$ cat src/rtl/irq_sync_ctrl.sv
// irq_sync_ctrl: per-channel synchroniser, debounce filter, level/edge pending latch and mask for the CPU irq vector.
// Define IRQ_SYNC_LOST_EN to add the sticky IRQ_LOST overrun flags.
module irq_sync_ctrl #(
  parameter int NUM_IRQ       = 32,
  parameter int SYNC_STAGES   = 2,
  parameter int FILTER_CYCLES = 2
) (
  input  logic               CLK,
  input  logic               RST,
  input  logic [NUM_IRQ-1:0] IRQIN,
  input  logic [NUM_IRQ-1:0] IRQ_EDGE,
  input  logic [NUM_IRQ-1:0] IRQ_MASK,
  input  logic [NUM_IRQ-1:0] IRQ_ACK,
  output logic [NUM_IRQ-1:0] IRQ_PEND,
  output logic [NUM_IRQ-1:0] IRQOUT
`ifdef IRQ_SYNC_LOST_EN
  ,
  output logic [NUM_IRQ-1:0] IRQ_LOST
`endif
);

  localparam int CW = $clog2(FILTER_CYCLES + 1);
  localparam logic [CW-1:0] CNT_MAX = CW'(FILTER_CYCLES - 1);
  localparam logic [CW-1:0] CNT_ONE = CW'(1);

  logic [NUM_IRQ-1:0] filt_s;
  logic [NUM_IRQ-1:0] rise_s;
  logic [NUM_IRQ-1:0] pend_r;

  for (genvar n = 0; n < NUM_IRQ; n++) begin : g_ch
    logic [SYNC_STAGES-1:0] sync_r;
    logic [CW-1:0]          cnt_r;
    logic                   filt_r;
    logic                   samp_s;
    logic                   differ_s;
    logic                   expire_s;

    assign samp_s   = sync_r[SYNC_STAGES-1];
    assign differ_s = samp_s ^ filt_r;
    assign expire_s = differ_s & (cnt_r == CNT_MAX);

    // Synchroniser shift chain for the asynchronous input line.
    always_ff @(posedge CLK) begin
      if (RST) begin
        sync_r <= {SYNC_STAGES{1'b0}};
      end else begin
        sync_r <= {sync_r[SYNC_STAGES-2:0], IRQIN[n]};
      end
    end

    // Debounce: filtered level only moves after FILTER_CYCLES consecutive differing samples.
    always_ff @(posedge CLK) begin
      if (RST) begin
        cnt_r  <= {CW{1'b0}};
        filt_r <= 1'b0;
      end else if (!differ_s) begin
        cnt_r  <= {CW{1'b0}};
        filt_r <= filt_r;
      end else if (expire_s) begin
        cnt_r  <= {CW{1'b0}};
        filt_r <= samp_s;
      end else begin
        cnt_r  <= cnt_r + CNT_ONE;
        filt_r <= filt_r;
      end
    end

    assign filt_s[n] = filt_r;
    assign rise_s[n] = expire_s & samp_s;
  end

  // Edge-mode pending latch: a rise beats a same-cycle ACK; level mode holds it clear.
  always_ff @(posedge CLK) begin
    if (RST) begin
      pend_r <= {NUM_IRQ{1'b0}};
    end else begin
      pend_r <= IRQ_EDGE & (rise_s | (pend_r & ~IRQ_ACK));
    end
  end

  assign IRQ_PEND = (IRQ_EDGE & pend_r) | (~IRQ_EDGE & filt_s);
  assign IRQOUT   = IRQ_PEND & ~IRQ_MASK;

`ifdef IRQ_SYNC_LOST_EN
  logic [NUM_IRQ-1:0] lost_r;

  // Sticky overrun flag: a new edge event arrived while the previous one was still pending.
  always_ff @(posedge CLK) begin
    if (RST) begin
      lost_r <= {NUM_IRQ{1'b0}};
    end else begin
      lost_r <= (IRQ_EDGE & rise_s & pend_r & ~IRQ_ACK) | (lost_r & ~IRQ_ACK);
    end
  end

  assign IRQ_LOST = lost_r;
`endif

endmodule

$ cat config.mk
export PLATFORM = sky130hd
export DESIGN_NAME = irq_sync_ctrl
export DESIGN_NICKNAME = d
export VERILOG_FILES = /design/src/rtl/irq_sync_ctrl.sv
export SDC_FILE = /design/constraint.sdc
export NUM_CORES = 1
export LEC_CHECK = 0
export BUFFER_PORTS_ARGS = -buffer_cell sky130_fd_sc_hd__clkbuf_2
export CAP_MARGIN = 20
export CELL_PAD_IN_SITES_DETAIL_PLACEMENT = 1
export CELL_PAD_IN_SITES_GLOBAL_PLACEMENT = 1
export CORE_ASPECT_RATIO = 0.5
export CORE_MARGIN = 2
export CORE_UTILIZATION = 36
export DETAILED_ROUTE_END_ITERATION = 10
export HOLD_SLACK_MARGIN = 0.1
export PLACE_DENSITY = 0.82
export SETUP_SLACK_MARGIN = 0.1
export SLEW_MARGIN = 20
export SYNTH_ARGS = -nofsm -noshare
export SYNTH_HDL_FRONTEND = slang
export SYNTH_SLANG_ARGS = --single-unit
$ cat constraint.sdc
create_clock -name CLK -period 1.07 [get_ports CLK]
set_clock_uncertainty 0.1 [all_clocks]
set_input_delay 0.214 -clock CLK [delete_from_list [all_inputs] [get_ports CLK]]
set_output_delay 0.214 -clock CLK [all_outputs]
set_load 0.05 [all_outputs]
==> results of run 1 <==
==> final cells by class <==
| class | count | area [um^2] | area share, % |
|---|---|---|---|
| Tap cell | 273 | 341.6 | 2.512 |
| Timing Repair Buffer | 363 | 3237 | 23.80 |
| Clock buffer | 18 | 439.2 | 3.229 |
| Multi-Input combinational cell | 448 | 5308 | 39.02 |
| Sequential cell | 192 | 4008 | 29.47 |
| Clock inverter | 14 | 145.1 | 1.067 |
| Inverter | 32 | 120.1 | 0.8832 |
| Antenna cell | 1 | 2.502 | 0.01840 |
==> stage by stage <==
stage          setup slack [ns]  utilization [%]  hold slack [ns]  instance area [um^2]  total power [uW]
6_report                -0.6080            66.77           0.2288                 13600             15780
5_1_grt                 -0.6442            66.77           0.2337                 13600             16320
4_1_cts                 -0.5887            61.99           0.1770                 12630             15350
3_5_place_dp            -0.2428            46.36           0.3231                  9443              8552
3_3_place_gp            -0.2348            46.36           0.3119                  9443              8486
2_1_floorplan           -0.1721                -           0.2422                  7829              8071
==> power groups by stage <==
stage                     clock network (uW)  registers (uW)  logic [uW]
final                                   6510            7480        1790
after CTS                               6460            7450        1450
after global routing                    6950            7490        1880
after global placement                     0            7550         934
after floorplan                            0            7540         527
after detailed placement                   0            7570         984
==> worst paths after layout <==
check / depth (start not counted) / to / slack [ns]
worst max-delay path: 3 / IRQOUT[18] / -0.61
worst min-delay path: 3 / g_ch[14].filt_r / 0.23
worst max register to register: 2 / g_ch[0].cnt_r[1] / -0.13
worst min register to register: 1 / g_ch[11].sync_r[1] / 0.34
==> metal layers <==
| layer | global-route usage [%] | part of all wire (%) | vias to the layer above |
|---|---|---|---|
| met5 | 0 | 0 | - |
| met4 | 7.449 | 4.0 | 0 |
| met3 | 3.367 | 2.9 | 88 |
| met2 | 47.90 | 58 | 197 |
| met1 | 20.97 | 35 | 3344 |
| li1 | - | - | 3082 |
==> kinds of logic (layout without fill, tap and decap cells) <==
logic type | count (synthesis) | count (layout)
DFF | 192 | 192
buffers and inverters | 53 | 427
adders and majority gates | 32 | 32
xor gates and xnor gates | 32 | 32
and+or+nand+nor | 288 | 288
muxes | 64 | 64
AOI/OAI and AO/OA | 32 | 32
other | 0 | 1
==> cells in the final DEF (no fill, tap or decap), drive strengths merged <==
master and instances:
nand3b 32, nor4 64, diode 1, nor2b 96
clkinvlp 2, xnor2 32, mux2 32, inv 40
clkinv 3, dlygate4sd3 97, ha 32, bufinv 1
nand2b 64, nor2 32, buf 135, dfxtp 192
clkbuf 149, mux2i 32, a21oi 32
==> critical path, delay by kind of cell, from the launching register on <==
family	cells	cell delay, ns
flops	1	0.34
mux	1	0.30
buf+inv	1	0.15
simple gates	1	0.15
==> synth_stat cells <==
cell type  number
nand2b_1       64
nor2_1         32
buf_2           8
mux2_2         32
a21oi_1        32
nand3b_1       32
inv_1          32
dfxtp_1       192
buf_4           4
clkbuf_8        4
nor4_1         64
mux2i_1        32
xnor2_1        32
nor2b_1        96
buf_6           5
ha_1           32
==> state kept, by name, indices dropped and copies added, names as in the netlist <==
register and flops:
pend_r 32, g_ch.sync_r 64, g_ch.filt_r 32, g_ch.cnt_r 64
==> what timing repair did <==
| item | in CTS | in global routing |
|---|---|---|
| setup buffers | 17 | 18 |
| hold buffers | 97 | 0 |
| hold endpoints to repair | 64 | 0 |
| setup endpoints to repair | 189 | 188 |
| pin swaps | 63 | 65 |
| resized for setup | 360 | 204 |
==> flow_results.org, run 1 <==
** Clock tree
- In this run the number of H-tree levels came out at 4.
- TritonCTS built the clock tree.
- After clock tree synthesis, the clock-pin slew on the worst setup and hold paths is 0.08 ns.
- The clock drives 192 sinks.
- CTS root buffer :: clkbuf_16
- Clock latency of the later-clocked register in the worst-skew pair :: 0.43 ns
- The longest clock path from root to sink contains 2 buffers.
- Cts bufs inserted :: 17

** Logic synthesis
- Proportion of netlist area held by the largest area contributor :: 51.74%
- The synthesized netlist devotes 3.773% of its cell area to XOR and XNOR gates.
- Of the total synthesized cell area, the portion taken by AND, OR, NAND and NOR gates is 23.72%.
- Sequential cells were found to cover 51.74% of the synthesized design area.
- The synthesized netlist devotes 5.390% of its cell area to adder and majority cells.
- The largest total area in the synthesized netlist belongs to dfxtp_1.
- Post-synthesis mux area share :: 9.163%
- The synthesized netlist devotes 2.156% of its cell area to compound gates.
- Synthesis produced a netlist whose cell count is 693.
- Average cell area after synthesis :: 10.72 um^2
- Counting every net in the synthesized netlist gives 855.
- After synthesis the netlist holds a flip-flop and latch count of 192.
- Number of distinct library cells after synthesis :: 16
- Yosys warning total :: 0
- After synthesis, the largest family of logic cells by area is simple AND/OR/NAND/NOR gates.
- Summing every instance area after synthesis gives 0.007428 mm^2.
- Ranked by total cell area, the synthesized netlist is headed by dfxtp_1, nor2b_1, ha_1, nand2b_1, nor4_1.

** Floorplanning
- Once the floorplan was initialized, standard cells occupied 36.47% of the core.
- Core area :: 0.02037 mm^2
- In this run the core area contains 37 standard-cell rows.
- I/O pin cnt :: 194
- The die covers 0.02187 mm^2.
- Measured along the y axis, the die boundary spans 105.6 um.
- Die width :: 207.1 um

** STA
- Setup violations remaining at the end of the flow were counted as 92.
- Total negative slack :: -33.80 ns
- In this run the tightest slew margin relative to its limit is 74.61%.
- Shortest clock period the worst path allows after layout :: 1.678 ns
- The final max-slew violation count came to 0.
- Worst setup slack after layout :: -0.6080 ns
- Tightest Pin Transition :: 0.3789 ns
- The number of hold violations in the final report was 0.
- Setup repair after global routing could not meet its margin everywhere.
- Final worst-path cycle share :: 156.8%
- Timing would allow up to 595.9 MHz.

** Power
- Leak pwr :: 0.004899 uW
- The clock network burns 41.3% of the power.
- The share of total power dissipated in sequential elements is 47.4%.
- Internal power :: 11660 uW
- Net switching is 26.12% of the power.
- Worst VDD drop :: 1050 uV
- In this run the power density over the cells is 1160 mW/mm^2.
- Combinational logic is responsible for 11.4% of the overall power.
- In this run the power spent charging and discharging nets is 4121 uW.

** Min path
- Startpoint of the lowest-slack hold path :: RST
- In this run the worst hold path is classified as in -> reg.

** Outcome
- Violated checks :: setup timing
- Result of the run :: finished, violations left

** Global route
- The number of antenna violations at the first check in global routing came to 1.
- The via count of the first global-routing pass was 7462.
- Sum of overflow across all layers after global routing :: 0
- Global routing consumed, over all layers together, 22.18% of the routing resources.
- The first global-routing pass estimated 38400 um of wire.
- Maximum number of pins on one net before global-route repair :: 39

** Routing
- The count of nets left with antenna violations once routing finished came out at 0.
- Number of DRC markers after the initial detailed-route iteration :: 167
- Wire length after detailed routing :: 30100 um
- In the final routed layout, each cell accounts on average for 22.45 um.
- Count of vias placed by the detailed router :: 6711
- The first TritonRoute pass finished after 4 iterations.
- Using the TritonRoute via totals, the vias-per-cell ratio works out to 5.004.
- Number of remaining DRC errors :: 0

** Worst setup path
- The worst setup path is captured at a primary output.
- In this run the critical register-to-register path is launched from g_ch[0].sync_r[1].
- At the worst endpoint, the arrival time is 1.36 ns.
- CP startpoint kind :: flip-flop
- Critical path fanouts, max :: 2
- Data required time at the worst endpoint :: 0.76 ns
- Cells along the critical path :: mux2_4 -> nor2b_4 -> buf_8
- The slowest stage of the critical path belongs to the cell dfxtp_2.
- On the worst path, the slowest cell contributes a delay of 0.34 ns.
- Timing startpoint of the critical path :: g_ch[18].filt_r
- The critical path is of the reg -> out type.

** Placed design
- Half-perimeter wire length of the detailed placement result :: 12490 um
- Inst Count DP :: 1196
- GP Congestion :: 0.7081
- The count of buffers added on input and output ports is 193.

** Layout
- Layout Area Growth over Synthesis :: 83.09%
- The final layout contains 1216 nets.
- Fill cells in the final layout number 1966.
- Once layout is complete, the cells apart from fillers number 1341.
- In the final layout, the share of cells above drive strength 1 is 61.20%.

** Run
- Across the run, the number of max-cap violations was 0.
(Power assumes the default switching activity.)
==> run 2: changes to the inputs <==
Settings changed: CTS_BUF_LIST set to sky130_fd_sc_hd__clkbuf_16.
==> run 2 against run 1 <==
The run still ends with setup timing left. Routed wire length shrank 3.3%. Fmax is essentially flat. Final cell count barely moved. Via count is 1.7% lower. Critical path depth did not move. Sequential share of layout area up 0.057 points. Core utilization decreased by 0.13 points. Global-route usage rose by 0.70 points. Highest routed layer unchanged.
==> flow_results.org, run 2 (synthesis gave the netlist of run 1 again) <==
** Layout
- The final layout contains 1216 nets.
- The post-route netlist has 61.48% of its cells at a drive strength greater than 1.
- Most common library cell in the layout ignoring fill and taps :: clkbuf_2
- Commonest cells after routing, fill and taps aside :: clkbuf_2, dfxtp_2, dlygate4sd3_1
- Largest regs :: g_ch.cnt_r x64, g_ch.sync_r x64
- 0 antenna diodes ended up in the layout.
- Cells fill 66.64% of the core in the end.
- Number of fillers in the final layout :: 1937
- Once layout is done, the placed cells without fillers occupy 0.01357 mm^2.
- From synthesis to final layout, the design area changed by 82.74%.

** Outcome
- The final reports fail on setup timing.
- The flow ran to the end, but the final reports show violations.

** Clock tree
- CTS root buffer :: clkbuf_16
- TritonCTS built the clock tree.
- At the later pin of the worst-skew pair, clock insertion delay measures 0.43 ns.
- Cts bufs inserted :: 17
- CTS saw 192 sinks.
- The clock passes through at most 2 buffers.
- Clock transition at path regs :: 0.09 ns
- H-tree levels :: 4

** Placed design
- Routability-driven placement finished with a final weighted congestion of 0.7081.
- OpenSTA, run right after detailed placement, puts the worst setup slack at -0.2428 ns.
- Half-perimeter wire length of the detailed placement result :: 12490 um
- Buffers placed on the I/O ports in this run total 193.
- Area of placed instances :: 0.009443 mm^2

** Worst setup path
- Crit path kind :: reg -> out
- Capture point of the worst path :: IRQOUT[18]
- The worst register-to-register path begins at g_ch[0].filt_r.
- Data required time at the worst endpoint :: 0.76 ns
- R2r setup slk :: -0.11 ns
- Cells along the critical path :: mux2_4 -> nor2b_4 -> buf_8
- Slowest stage cell, crit path :: dfxtp_2
- Worst Reg2Reg Path Length in Cells :: 3
- Data arrives at the worst endpoint at 1.36 ns.
- The worst setup path is captured at a primary output.
- The endpoint identified for the worst register-to-register timing path is g_ch[0].cnt_r[1].
- Tracing the worst setup path back leads to its startpoint at g_ch[18].filt_r.
- The worst setup path is launched from a flip-flop.
- Critical path fanouts, max :: 2
- On the worst path, the slowest cell contributes a delay of 0.35 ns.

** STA
- Total negative slack :: -33.58 ns
- Shortest clock period the worst path allows after layout :: 1.678 ns
- Final worst-path cycle share :: 156.8%
- The worst pin sits at a relative slew slack of 76.81%.
- Final setup violating endpoints :: 85
- Setup repair after global routing could not meet its margin everywhere.
- The number of hold violations in the final report was 0.
- Worst setup slack after layout :: -0.6082 ns
- For the pin with the worst max-slew slack, the measured transition is 0.3449 ns.
- Pins over their slew limit :: 0
- Derived from the worst setup path, the maximum achievable clock frequency is 595.9 MHz.

** Floorplanning
- Die Footprint :: 0.02187 mm^2
- For this configuration, the core starts out at a cell density of 36.47%.
- I/O pin cnt :: 194
- After floorplanning, the core was sized to cover 0.02037 mm^2.
- The floorplan has 37 rows.
- Die height :: 105.6 um
- Measured along the x axis, the die boundary spans 207.1 um.

** Routing
- In this run the remaining antenna-violating nets after routing total 0.
- The first detailed-routing pass took 4 iterations.
- In the routed design, unresolved DRC markers number 0.
- For this block, the routed nets add up to 29110 um of wire.
- DR vias/cell :: 4.925
- Count of vias placed by the detailed router :: 6599
- After detailed routing, the average wire length per cell comes to 21.72 um.
- Number of DRC markers after the initial detailed-route iteration :: 159

** Global route
- The number of antenna violations at the first check in global routing was 0.
- Maximum number of pins on one net before global-route repair :: 39
- In the global route stage, overall resource usage came out at 22.87%.
- The first global-routing pass estimated 39580 um of wire.
- Vias in the first global route :: 7618
- Sum of overflow across all layers after global routing :: 0

** Power
- Power spread over the standard cell area amounts to 1155 mW/mm^2.
- Worst VDD drop :: 1047 uV
- Leak pwr :: 0.004890 uW

** Min path
- The path class of the tightest hold or removal check is in -> reg.
- The worst hold path passes through 3 cells.

** Run
- The tool flagged a number of max-cap violations equal to 0.
==> run 2: changes by cell type in the layout (fill, tap and decap cells not counted), moves of 2 or more <==
cell     delta
dfxtp_2     +9
dfxtp_1     -6
buf_6       +4
dfxtp_4     -3
a21oi_1     -2
a21oi_2     +2
buf_12      -2
buf_4       -2
nor4_2      -2
==> run 2: timing repair <==
item | CTS | global route
gates resized for setup | 350 | 218
pin swaps | 62 | 66
hold endpoints to repair | 64 | 0
buffers inserted | 16 | 20
hold buffers | 97 | 0
setup endpoints to repair | 189 | 189
==> run 2: per-stage QoR <==
| stage | hold WS, ns | power [uW] | cells |
|---|---|---|---|
| after CTS | 0.1759 | 15270 | 1331 |
| after floorplan | 0.2422 | 8071 | 693 |
| after global placement | 0.3119 | 8486 | 1196 |
| after global routing | 0.2356 | 16220 | 1340 |
| final | 0.2457 | 15680 | 1340 |
| after detailed placement | 0.3231 | 8552 | 1196 |
==> run 2: worst min-delay path by stage <==
| stage | start | end | slack [ns] |
|---|---|---|---|
| after floorplan | IRQIN[0] | g_ch[0].sync_r[0] | 0.24 |
| after global placement | g_ch[11].cnt_r[0] | g_ch[11].cnt_r[0] | 0.31 |
| after detailed placement | g_ch[29].cnt_r[0] | g_ch[29].cnt_r[0] | 0.32 |
| after CTS | RST | g_ch[14].filt_r | 0.18 |
| after global routing | RST | g_ch[12].sync_r[0] | 0.24 |
| final | RST | g_ch[30].sync_r[1] | 0.25 |
==> run 2: power breakdown <==
part / total, uW / switching (uW) / internal (uW) / leakage (uW)
Combinational: 1780 / 789 / 987 / 0.00299
Sequential: 7480 / 175 / 7300 / 0.00162
Clock: 6430 / 3130 / 3300 / 0.000278
==> run 2: worst max-delay path: cells and delay by family, from the launching register on <==
| family | cells | cell delay [ns] |
|---|---|---|
| buf+inv | 1 | 0.14 |
| flops | 1 | 0.35 |
| mux | 1 | 0.30 |
| simple gates | 1 | 0.14 |
==> run 2: per-layer routing <==
| metal | vias to the layer above | global-route usage [%] | wire (um) |
|---|---|---|---|
| met1 | 3288 | 21.44 | 10400 |
| met4 | 0 | 9.388 | 1020 |
| met3 | 73 | 3.427 | 663 |
| met2 | 161 | 48.90 | 17020 |
| met5 | - | 0 | 0 |
| li1 | 3077 | - | - |
==> run 2: area by class of cell <==
cell class                      count  area [um^2]  share of cell area, %
Timing Repair Buffer              363         3227                  23.77
Clock buffer                       17        425.4                  3.134
Inverter                           32        120.1                 0.8849
Clock inverter                     15        148.9                  1.097
Multi-Input combinational cell    448         5304                  39.07
Sequential cell                   192         4008                  29.52
Tap cell                          273        341.6                  2.516
